--- config.mk ---
export PLATFORM = sky130hd
export DESIGN_NAME = menu_select_flat
export DESIGN_NICKNAME = d
export VERILOG_FILES = /design/src/rtl/vga_if.sv /design/src/rtl/menu_select.sv /design/src/flat_wrapper.sv
export SDC_FILE = /design/constraint.sdc
export NUM_CORES = 1
export LEC_CHECK = 0
export ABC_CLOCK_PERIOD_IN_PS = 2890
export BUFFER_PORTS_ARGS = -buffer_cell sky130_fd_sc_hd__buf_2
export CAP_MARGIN = 30
export CORE_AREA = 2 2 74 76
export DETAILED_ROUTE_END_ITERATION = 10
export DIE_AREA = 0 0 76 78
export PLACE_DENSITY = 0.78
export SLEW_MARGIN = 10
export SYNTH_ARGS = -nofsm -noshare
export SYNTH_HDL_FRONTEND = slang
export SYNTH_SLANG_ARGS = --single-unit
--- constraint.sdc ---
create_clock -name clk -period 2.89 [get_ports clk]
set_input_delay 0.1445 -clock clk [delete_from_list [all_inputs] [get_ports clk]]
set_output_delay 0.1445 -clock clk [all_outputs]
set_load 0.03 [all_outputs]
--- src/rtl/vga_if.sv ---
// vga_if: one pixel of VGA timing plus its 12-bit colour.
//   vcount/hcount : 11-bit scan position
//   vsync/hsync   : sync pulses
//   vblnk/hblnk   : blanking flags
//   rgb           : 12-bit colour (4:4:4)
// master drives the stream, slave receives it.
interface vga_if;
    logic [10:0] vcount;
    logic        vsync;
    logic        vblnk;
    logic [10:0] hcount;
    logic        hsync;
    logic        hblnk;
    logic [11:0] rgb;

    modport master (output vcount, vsync, vblnk, hcount, hsync, hblnk, rgb);
    modport slave  (input  vcount, vsync, vblnk, hcount, hsync, hblnk, rgb);
endinterface

--- src/rtl/menu_select.sv ---
// menu_select: menu navigation FSM with a highlight-frame overlay on a VGA stream.
//   clk         : pixel clock
//   rst         : asynchronous reset, active low
//   vga_in      : timing + rgb from the menu background stage
//   vga_out     : same stream delayed 1 clk, highlight frame painted in
//   menu_active : menu is shown and navigable
//   btn_up/btn_down/btn_enter : single-cycle button pulses
//   sel_idx     : committed selection
//   sel_valid   : one-cycle pulse when a selection is confirmed
//
// state   | meaning
// BROWSE  | up/down move cur_idx, enter starts confirmation
// CONFIRM | highlight blinks, frames counted up to CONFIRM_FRAMES
// DONE    | selection committed, buttons ignored
module menu_select #(
    parameter int          N_OPTIONS      = 3,
    parameter int          BOX_X          = 256,
    parameter int          BOX_Y0         = 200,
    parameter int          BOX_W          = 512,
    parameter int          BOX_H          = 64,
    parameter int          BOX_PITCH      = 96,
    parameter int          BORDER         = 4,
    parameter logic [11:0] HL_COLOR       = 12'hFFF,
    parameter int          CONFIRM_FRAMES = 32
) (
    input  logic       clk,
    input  logic       rst,
    vga_if.slave       vga_in,
    vga_if.master      vga_out,
    input  logic       menu_active,
    input  logic       btn_up,
    input  logic       btn_down,
    input  logic       btn_enter,
    output logic [1:0] sel_idx,
    output logic       sel_valid
);

    // Counter needs bit 2 for the blink even if CONFIRM_FRAMES is small.
    localparam int FW = ($clog2(CONFIRM_FRAMES + 1) < 3) ? 3 : $clog2(CONFIRM_FRAMES + 1);
    localparam logic [FW-1:0] FCNT_END = FW'(CONFIRM_FRAMES);
    localparam logic [1:0]    LAST_IDX = 2'(N_OPTIONS - 1);

    localparam logic [10:0] X_LO  = 11'(BOX_X);
    localparam logic [10:0] X_HI  = 11'(BOX_X + BOX_W);
    localparam logic [10:0] XI_LO = 11'(BOX_X + BORDER);
    localparam logic [10:0] XI_HI = 11'(BOX_X + BOX_W - BORDER);

    typedef enum logic [1:0] {BROWSE, CONFIRM, DONE} state_t;

    state_t        state;
    logic [1:0]    cur_idx;
    logic [1:0]    disp_idx;
    logic          disp_ok;
    logic [FW-1:0] fcnt;
    logic [FW-1:0] fcnt_inc;

    logic          frame_start;
    logic [10:0]   box_top, box_bot, in_top, in_bot;
    logic          in_outer, in_inner, idx_ok, hl_vis, hl_pix;

    assign frame_start = (vga_in.vcount == 11'd0) && (vga_in.hcount == 11'd0);
    assign fcnt_inc    = fcnt + FW'(1);

    always_comb begin
        box_top  = 11'(BOX_Y0) + 11'(disp_idx) * 11'(BOX_PITCH);
        box_bot  = box_top + 11'(BOX_H);
        in_top   = box_top + 11'(BORDER);
        in_bot   = box_bot - 11'(BORDER);
        in_outer = (vga_in.hcount >= X_LO) && (vga_in.hcount < X_HI) &&
                   (vga_in.vcount >= box_top) && (vga_in.vcount < box_bot);
        in_inner = (vga_in.hcount >= XI_LO) && (vga_in.hcount < XI_HI) &&
                   (vga_in.vcount >= in_top) && (vga_in.vcount < in_bot);
        idx_ok   = ({1'b0, disp_idx} < 3'(N_OPTIONS));
        hl_vis   = (state == BROWSE) || (state == DONE) ||
                   ((state == CONFIRM) && !fcnt[2]);
        hl_pix   = menu_active && disp_ok && !vga_in.hblnk && !vga_in.vblnk &&
                   hl_vis && idx_ok && in_outer && !in_inner;
    end

    always_ff @(posedge clk or negedge rst) begin
        if (!rst) begin
            vga_out.vcount <= '0;
            vga_out.vsync  <= 1'b0;
            vga_out.vblnk  <= 1'b0;
            vga_out.hcount <= '0;
            vga_out.hsync  <= 1'b0;
            vga_out.hblnk  <= 1'b0;
            vga_out.rgb    <= '0;
        end else begin
            vga_out.vcount <= vga_in.vcount;
            vga_out.vsync  <= vga_in.vsync;
            vga_out.vblnk  <= vga_in.vblnk;
            vga_out.hcount <= vga_in.hcount;
            vga_out.hsync  <= vga_in.hsync;
            vga_out.hblnk  <= vga_in.hblnk;
            vga_out.rgb    <= hl_pix ? HL_COLOR : vga_in.rgb;
        end
    end

    // disp_idx only follows cur_idx at frame boundaries so the box never
    // jumps mid-frame; disp_ok keeps the overlay off until the first boundary.
    always_ff @(posedge clk or negedge rst) begin
        if (!rst) begin
            disp_idx <= 2'd0;
            disp_ok  <= 1'b0;
        end else if (frame_start) begin
            disp_idx <= cur_idx;
            disp_ok  <= 1'b1;
        end
    end

    always_ff @(posedge clk or negedge rst) begin
        if (!rst) begin
            state     <= BROWSE;
            cur_idx   <= 2'd0;
            sel_idx   <= 2'd0;
            sel_valid <= 1'b0;
            fcnt      <= '0;
        end else begin
            sel_valid <= 1'b0;
            if (!menu_active) begin
                state <= BROWSE;
                fcnt  <= '0;
            end else begin
                case (state)
                    BROWSE: begin
                        if (btn_enter) begin
                            state <= CONFIRM;
                            fcnt  <= '0;
                        end else if (btn_up && !btn_down) begin
                            cur_idx <= (cur_idx == 2'd0) ? LAST_IDX : cur_idx - 2'd1;
                        end else if (btn_down && !btn_up) begin
                            cur_idx <= (cur_idx == LAST_IDX) ? 2'd0 : cur_idx + 2'd1;
                        end
                    end
                    CONFIRM: begin
                        if (frame_start) begin
                            fcnt <= fcnt_inc;
                            if (fcnt_inc == FCNT_END) begin
                                state     <= DONE;
                                sel_idx   <= cur_idx;
                                sel_valid <= 1'b1;
                            end
                        end
                    end
                    DONE: begin
                    end
                    default: state <= BROWSE;
                endcase
            end
        end
    end

endmodule

--- src/flat_wrapper.sv ---
// flat-port wrapper written by rule: the top's interface ports become plain ports
module menu_select_flat 
#(
    parameter int          N_OPTIONS      = 3,
    parameter int          BOX_X          = 256,
    parameter int          BOX_Y0         = 200,
    parameter int          BOX_W          = 512,
    parameter int          BOX_H          = 64,
    parameter int          BOX_PITCH      = 96,
    parameter int          BORDER         = 4,
    parameter logic [11:0] HL_COLOR       = 12'hFFF,
    parameter int          CONFIRM_FRAMES = 32
)
  (clk, rst, menu_active, btn_up, btn_down, btn_enter, sel_idx, sel_valid, vga_in_vcount, vga_in_vsync, vga_in_vblnk, vga_in_hcount, vga_in_hsync, vga_in_hblnk, vga_in_rgb, vga_out_vcount, vga_out_vsync, vga_out_vblnk, vga_out_hcount, vga_out_hsync, vga_out_hblnk, vga_out_rgb);
  vga_if vga_in_i ();
  vga_if vga_out_i ();
  input  logic clk;
  input  logic rst;
  input  logic menu_active;
  input  logic btn_up;
  input  logic btn_down;
  input  logic btn_enter;
  output logic [1:0] sel_idx;
  output logic sel_valid;
  input wire logic [$bits(vga_in_i.vcount)-1:0] vga_in_vcount;
  input wire logic [$bits(vga_in_i.vsync)-1:0] vga_in_vsync;
  input wire logic [$bits(vga_in_i.vblnk)-1:0] vga_in_vblnk;
  input wire logic [$bits(vga_in_i.hcount)-1:0] vga_in_hcount;
  input wire logic [$bits(vga_in_i.hsync)-1:0] vga_in_hsync;
  input wire logic [$bits(vga_in_i.hblnk)-1:0] vga_in_hblnk;
  input wire logic [$bits(vga_in_i.rgb)-1:0] vga_in_rgb;
  output wire logic [$bits(vga_out_i.vcount)-1:0] vga_out_vcount;
  output wire logic [$bits(vga_out_i.vsync)-1:0] vga_out_vsync;
  output wire logic [$bits(vga_out_i.vblnk)-1:0] vga_out_vblnk;
  output wire logic [$bits(vga_out_i.hcount)-1:0] vga_out_hcount;
  output wire logic [$bits(vga_out_i.hsync)-1:0] vga_out_hsync;
  output wire logic [$bits(vga_out_i.hblnk)-1:0] vga_out_hblnk;
  output wire logic [$bits(vga_out_i.rgb)-1:0] vga_out_rgb;
  assign vga_in_i.vcount = vga_in_vcount;
  assign vga_in_i.vsync = vga_in_vsync;
  assign vga_in_i.vblnk = vga_in_vblnk;
  assign vga_in_i.hcount = vga_in_hcount;
  assign vga_in_i.hsync = vga_in_hsync;
  assign vga_in_i.hblnk = vga_in_hblnk;
  assign vga_in_i.rgb = vga_in_rgb;
  assign vga_out_vcount = vga_out_i.vcount;
  assign vga_out_vsync = vga_out_i.vsync;
  assign vga_out_vblnk = vga_out_i.vblnk;
  assign vga_out_hcount = vga_out_i.hcount;
  assign vga_out_hsync = vga_out_i.hsync;
  assign vga_out_hblnk = vga_out_i.hblnk;
  assign vga_out_rgb = vga_out_i.rgb;
  menu_select #(.N_OPTIONS(N_OPTIONS), .BOX_X(BOX_X), .BOX_Y0(BOX_Y0), .BOX_W(BOX_W), .BOX_H(BOX_H), .BOX_PITCH(BOX_PITCH), .BORDER(BORDER), .HL_COLOR(HL_COLOR), .CONFIRM_FRAMES(CONFIRM_FRAMES)) u_core (.clk(clk), .rst(rst), .vga_in(vga_in_i), .vga_out(vga_out_i), .menu_active(menu_active), .btn_up(btn_up), .btn_down(btn_down), .btn_enter(btn_enter), .sel_idx(sel_idx), .sel_valid(sel_valid));
endmodule
* After elaboration in Yosys (flattened, before gate mapping)
Index checks and enable logic that the tools add are counted.
** Storage, ports and cells
- Bits in registers :: 54
** Cells by class
- $add $sub $neg :: 7
- Bitwise logic cells :: 1
- Order comparisons :: 9
- Mux-type cells :: 18
- Multiply operators :: 1
- Equal/unequal tests :: 9
- Reductions and logical operators :: 34
** Operators with widths (count)
- 11-bit greater-or-equal comparator :: 2
- 11-bit by 9-bit greater-or-equal comparator with 1-bit output, second input constant :: 2
- 11-bit zero test :: 2
- 11-bit by 10-bit less-than comparator with 1-bit output, second input constant :: 2
- 11-bit less-than comparator :: 2
- 6-bit two-way mux :: 3
- 1-bit logical AND :: 17
- 2-bit two-way mux :: 8
- 12-bit two-way mux :: 1
- 6-bit case mux with 2 select lines :: 1
- 4-bit AND reduction :: 3
- 11-bit by 3-bit adder with 11-bit output, second input constant :: 1
- 11-bit by 7-bit adder with 11-bit output, second input constant :: 1
- 11-bit by 3-bit subtractor with 11-bit output, second input constant :: 1
- 8-bit by 9-bit adder with 10-bit output, first input constant :: 1
- 6-bit by 1-bit adder with 6-bit output, second input constant :: 1
- 6-bit == test, second input constant :: 1
- 1-bit zero test :: 6
- 3-bit inequality test, second input constant :: 2
- 2-bit case mux with 3 select lines :: 1
- 2-bit == test, second input constant :: 2
- 2-bit zero test :: 2
- 2-bit by 2-bit multiplier with 4-bit output, second input constant :: 1
- 1-bit two-way mux :: 4
- other kinds (11) :: 12

* Longest topological paths before layout
- Depth in word-level cells :: 9
- Depth in mapped cells :: 11

* Worst setup path after synthesis
OpenSTA, ideal clock, no wires.
- Path kind :: register -> register
- From :: register u_core.disp_idx[0]
- To :: register u_core.vga_out.rgb[10]
- Buffers on the path :: 1
- Arrival :: 2.282 ns
- Stages on the path, launching flop included :: 12
- Setup time :: 0.122 ns
- Clock period less this slack :: 2.404 ns
- Slack :: 0.486 ns
- Cells stage by stage :: dfrtp_1 -> inv_1 -> ha_1 -> o21ai_0 -> or3_1 -> ha_1 -> nand4_1 -> a211oi_1 -> nor4_1 -> o311ai_1 -> buf_2 -> nand2b_1
** Between the ends
- Cells in the longest elaborated chain, start to end :: 9
- Elaborated cells on any way between the ends :: 19
- Classes of those cells :: add/sub (4); mul (1); order compare (5); mux (1); reduce/logical (8)
** RTL lines
- start, declared :: line menu_select.sv:52 : logic [1:0] disp_idx;
- start signal, assigned :: line menu_select.sv:107 : disp_idx <= cur_idx;
- 2-bit by 2-bit multiplier with 4-bit output :: line menu_select.sv:65 : box_top = 11'(BOX_Y0) + 11'(disp_idx) * 11'(BOX_PITCH);
- 8-bit by 9-bit adder with 10-bit output :: line menu_select.sv:65
- 11-bit by 7-bit adder with 11-bit output or 11-bit by 3-bit adder with 11-bit output (tied branches) :: line menu_select.sv:66, menu_select.sv:67
- 11-bit by 3-bit subtractor with 11-bit output or 11-bit greater-or-equal comparator (tied branches) :: line menu_select.sv:68, menu_select.sv:72
- 11-bit less-than comparator or 1-bit logical AND (tied branches) :: line menu_select.sv:72, menu_select.sv:71
- 1-bit logical AND :: line menu_select.sv:72 : (vga_in.vcount >= in_top) && (vga_in.vcount < in_bot);
- 1-bit zero test :: line menu_select.sv:77 : hl_vis && idx_ok && in_outer && !in_inner;
- 1-bit logical AND (*) :: line menu_select.sv:77
- 12-bit two-way mux (*) :: line menu_select.sv:96 : vga_out.rgb <= hl_pix ? HL_COLOR : vga_in.rgb;
- end, declared :: line vga_if.sv:16 : modport master (output vcount, vsync, vblnk, hcount, hsync, hblnk, rgb);
Every way passes the cells marked *; elsewhere a longest branch is shown, timed or not.
A chain may end at the register's enable or synchronous reset.

* Worst setup path in the final report
- From :: register u_core.disp_idx[0]
- To :: register u_core.vga_out.rgb[0]
The elaborated chain is that of the path after synthesis.

==> run_results.csv <==
group,metric,value,unit
routing,vias_per_cell,5.089,
setup_path,worstSetupPathDepth,11,
sta,tightestPinTransition,0.5023,ns
run,drv_cap,0,
setup_path,setup.worst_path.end_class,"flop",
routing,ant_nets,0,
power_and_ir_drop,seq_power_share,53.6,%
synthesis,synth.net_count,276,
power_and_ir_drop,p_leak,0.001630,µW
setup_path,slowest_delay,0.41,ns
cts,max-clock-path-buffers,2,
power_and_ir_drop,clkPwrFrac,29.3,%
final_layout,fin_area,0.003303,mm²
routing,wl,5.768,mm
power_and_ir_drop,power.density,463.7,mW/mm²
synthesis,synth_compound_gate_area_share,9.500,%
routing,drt-wirelength-per-cell,14.68,µm
cts,cts_sinks,54,
floorplanning,die-area,0.005928,mm²
power_and_ir_drop,switchingPower,450.6,µW
synthesis,syn_avg_cell_area,11.74,µm²
setup_path,required,3.15,ns
setup_path,critPathTopFamily,"simple AND/OR/NAND/NOR gates",
sta,period_share,87.09,%
synthesis,yosysWarnings,0,
global_route,grt_overflow,0,
synthesis,ys_seq_area_share,54.57,%
floorplanning,die_w,76,µm
sta,fmax,0.3973,GHz
synthesis,synth_top_family_by_area,"simple AND/OR/NAND/NOR gates",
floorplanning,io_pins,85,
floorplanning,num_rows,26,
power_and_ir_drop,peakVddDrop,0.0002191,V
sta,max-slew-margin-rel,66.20,%
cts,numCtsBuffers,5,
setup_path,r2r_cells,11,
setup_path,crit_end,"u_core.vga_out.rgb[0]$_DFF_PN0_",
synthesis,synth_fa_ha_area_share,10.61,%
synthesis,synth.distinct_cells,50,
sta,final-max-slew-violation-count,0,
synthesis,synthMuxAreaShare,3.386,%
synthesis,synthCells,211,
setup_path,critPathKind,"flop to flop",
place,io_buffers,84,
final_layout,finalNetCount,387,
setup_path,start_kind,"flop",
floorplanning,coreArea,0.005042,mm²
run_status,status,"complete, no violations",
setup_path,r2r_start,"u_core.disp_idx[0]$_DFFE_PN0P_",
synthesis,synth-seq-cells,54,
setup_path,crit_top_cell,"ha_1",
synthesis,synth_area,0.002476,mm²
cts,cts.reportedPaths.clkPinSlew,0.11,ns
setup_path,slowest_stage,"dfrtp_1",
final_layout,drive_above_1_share,33.44,%
power_and_ir_drop,internal_power,1081,µW
setup_path,rrSetupSlack,0.37,ns
min_path,hp-start,"vga_in_rgb[5]",
min_path,hp-class,"input pin to flop",
setup_path,cp_cell_sequence,"inv_1 > ha_1 > o21ai_0 > or3_1 > ha_1 > nand4_1 > a211oi_1 > nor4_1 > o311ai_1 > buf_4 > nand2b_1",
routing,drtPass1Iterations,4,
cts,tritoncts,"done",
final_layout,nFillCells,410,
setup_path,crit_path_max_fanout,12,
routing,via_count,2000,
cts,cts-root-buf,"clkbuf_8",
final_layout,area_growth,33.40,%
place,dpl_cell_area,0.002965,mm²
sta,period_needed,2.517,ns
global_route,grt_pass1_vias,2011,
place,hpwl,4.081,mm
sta,finalHoldViolCount,0,
routing,drt_iter0_drc,98,
sta,finalClockSkew,0.006004,ns
global_route,grt_start_max_net_pins,33,
floorplanning,die_h,78,µm
power_and_ir_drop,power_frac_comb,17.1,%
setup_path,rr_endpoint,"u_core.vga_out.rgb[0]$_DFF_PN0_",
synthesis,post_synth_and_or_nand_nor_area_fraction,18.19,%
setup_path,startpoint,"u_core.disp_idx[0]$_DFFE_PN0P_",
sta,rsz0062_at_grt,"no",
global_route,antenna_found_initial,0,
routing,drc,0,
place,gp_congestion,0.9205,
global_route,grt_pass1_wl,9.680,mm
cts,worstSkewPairLatency,0.31,ns
setup_path,cp.buffers_inverters,2,
sta,setup_viol_count_final,0,
setup_path,cp_data_arrival_time,2.77,ns
power_and_ir_drop,switching_share,29.42,%
final_layout,diodes,0,
global_route,grtUsageTotal,20.63,%
floorplanning,initial_utilization,49.11,%
cts,htreeDepth,2,
sta,finalSetupTns,0,ns
synthesis,yosys.area_share.xor_xnor,0.7074,%
[stage by stage]
stage / worst slack, ns / hold WS (ns) / power (µW) / instances / utilization (%)
after floorplan: 0.4863 / -0.1511 / 964.4 / 211 / -
after global placement: 0.4332 / 0.1404 / 1065 / 361 / 58.81
after detailed placement: 0.3869 / 0.1436 / 1072 / 361 / 58.81
after CTS: 0.3586 / 0.004833 / 1538 / 393 / 65.51
after global routing: 0.1435 / 0.001109 / 1609 / 393 / 65.51
final: 0.3731 / 0.008669 / 1532 / 393 / 65.51
[flip-flops by register name (all words and copies together), names as in the netlist, 2 cells and up]
name / flops
u_core.sel_idx: 2
u_core.vga_out.rgb: 12
u_core.state: 2
u_core.disp_idx: 2
u_core.cur_idx: 2
u_core.vga_out.hcount: 11
u_core.vga_out.vcount: 11
u_core.fcnt: 6
[cell families (layout without fill, tap and decap cells)]
| kind of cell | after synthesis | after routing |
|---|---|---|
| xor+xnor | 2 | 2 |
| mux | 7 | 7 |
| fa+ha+maj | 21 | 21 |
| simple gates | 78 | 78 |
| buf+inv | 17 | 129 |
| flops | 54 | 54 |
| compound gates | 32 | 32 |
[how the worst min path moves through the flow]
| stage | depth (start not counted) | endpoint |
|---|---|---|
| 6_report | 2 | u_core.vga_out.rgb[5]$_DFF_PN0_ |
| 4_1_cts | 2 | u_core.vga_out.rgb[5]$_DFF_PN0_ |
| 3_5_place_dp | 1 | u_core.vga_out.vsync$_DFF_PN0_ |
| 5_1_grt | 2 | u_core.vga_out.rgb[9]$_DFF_PN0_ |
| 3_3_place_gp | 1 | u_core.vga_out.vsync$_DFF_PN0_ |
| 2_1_floorplan | 0 | u_core.cur_idx[0]$_DFFE_PN0P_ |
[timing repair]
item,in CTS,in global routing
hold buffers,24,0
endpoints found under the hold margin,45,0
setup buffers,0,0
gates resized for setup,0,0
[placed cells by master, fill, tap and decap left out, drive strengths merged, types with 2 or more instances in the layout]
cell type	Yosys	layout
buf	4	86
dfrtp	54	54
dlygate4sd3	0	24
ha	21	21
nand2	19	19
nand2b	13	13
inv	11	13
nor2	9	9
nor4	7	7
o21ai	6	6
a21oi	6	6
nor2b	5	5
nand3	5	5
o22ai	5	5
clkbuf	2	5
mux2	5	5
nor3	4	4
a21o	3	3
nand4	3	3
and3	3	3
or3	2	2
o21a	2	2
mux2i	2	2
o211ai	2	2
[cells in the mapped netlist, drive strengths merged]
library cell / instances / share of area, %
xor2: 1 / 0.35
nand3: 5 / 1.0
nor3b: 1 / 0.51
nor4bb: 1 / 0.40
and4bb: 1 / 0.66
nand2: 19 / 2.9
nor4: 7 / 2.0
clkbuf: 2 / 0.30
o311ai: 1 / 0.35
nor2: 9 / 1.5
ha: 21 / 11
dfrtp: 54 / 55
nand2b: 13 / 3.3
nand3b: 1 / 0.30
and4: 1 / 0.35
o22ai: 5 / 1.3
a31oi: 1 / 0.25
or3: 2 / 0.51
nor2b: 5 / 1.3
o21a: 2 / 0.61
and3b: 1 / 0.35
xnor2: 1 / 0.35
a211oi: 1 / 0.30
nand4: 3 / 0.76
a211o: 1 / 0.35
o221ai: 1 / 0.35
and3: 3 / 1.0
o21ai: 6 / 1.2
o211ai: 2 / 1.2
a21o: 3 / 0.91
nor4b: 1 / 0.35
or2: 1 / 0.25
mux2: 5 / 2.6
inv: 11 / 1.7
o32ai: 1 / 0.35
mux2i: 2 / 0.81
a311o: 1 / 0.40
a22oi: 1 / 0.30
a21oi: 6 / 1.7
nor3: 4 / 0.81
buf: 4 / 1.1
[metal layers]
layer | up-vias | share of wire (%) | wire length [µm] | GRT usage, %
met1 | 951 | 43 | 2468 | 26.44
met2 | 78 | 50 | 2880 | 34.82
met3 | 8 | 6.1 | 352 | 4.767
met4 | 0 | 1.2 | 67 | 6.727
met5 | - | 0 | 0 | 0
li1 | 963 | - | - | -
[power groups by stage]
stage          Sequential [µW]  Clock, µW  Combinational, µW
3_5_place_dp               835          0                238
3_3_place_gp               834          0                230
4_1_cts                    819        455                263
2_1_floorplan              887          0               77.0
6_report                   821        449                262
5_1_grt                    827        494                289
[final cells by class]
cell class              instances  area (µm²)  share of cell area, %
well taps                      70       87.58                  2.652
clock inverters                 3       28.78                 0.8712
repair buffers                110       675.6                  20.45
flip-flops and latches         54        1351                  40.91
clock buffers                   5       68.82                  2.083
multi-input cells             140        1050                  31.78
inverters                      11       41.29                  1.250
[worst reg2reg max path, cell delays in order, from the launching register on]
cell and delay [ns]:
dfrtp_1 0.41, inv_1 0.10, ha_1 0.35, o21ai_0 0.11, or3_1 0.32, ha_1 0.31
nand4_1 0.12, a211oi_1 0.06, nor4_1 0.28, o311ai_1 0.14, buf_4 0.19, nand2b_1 0.08
Power figures use the tool's default switching activity.
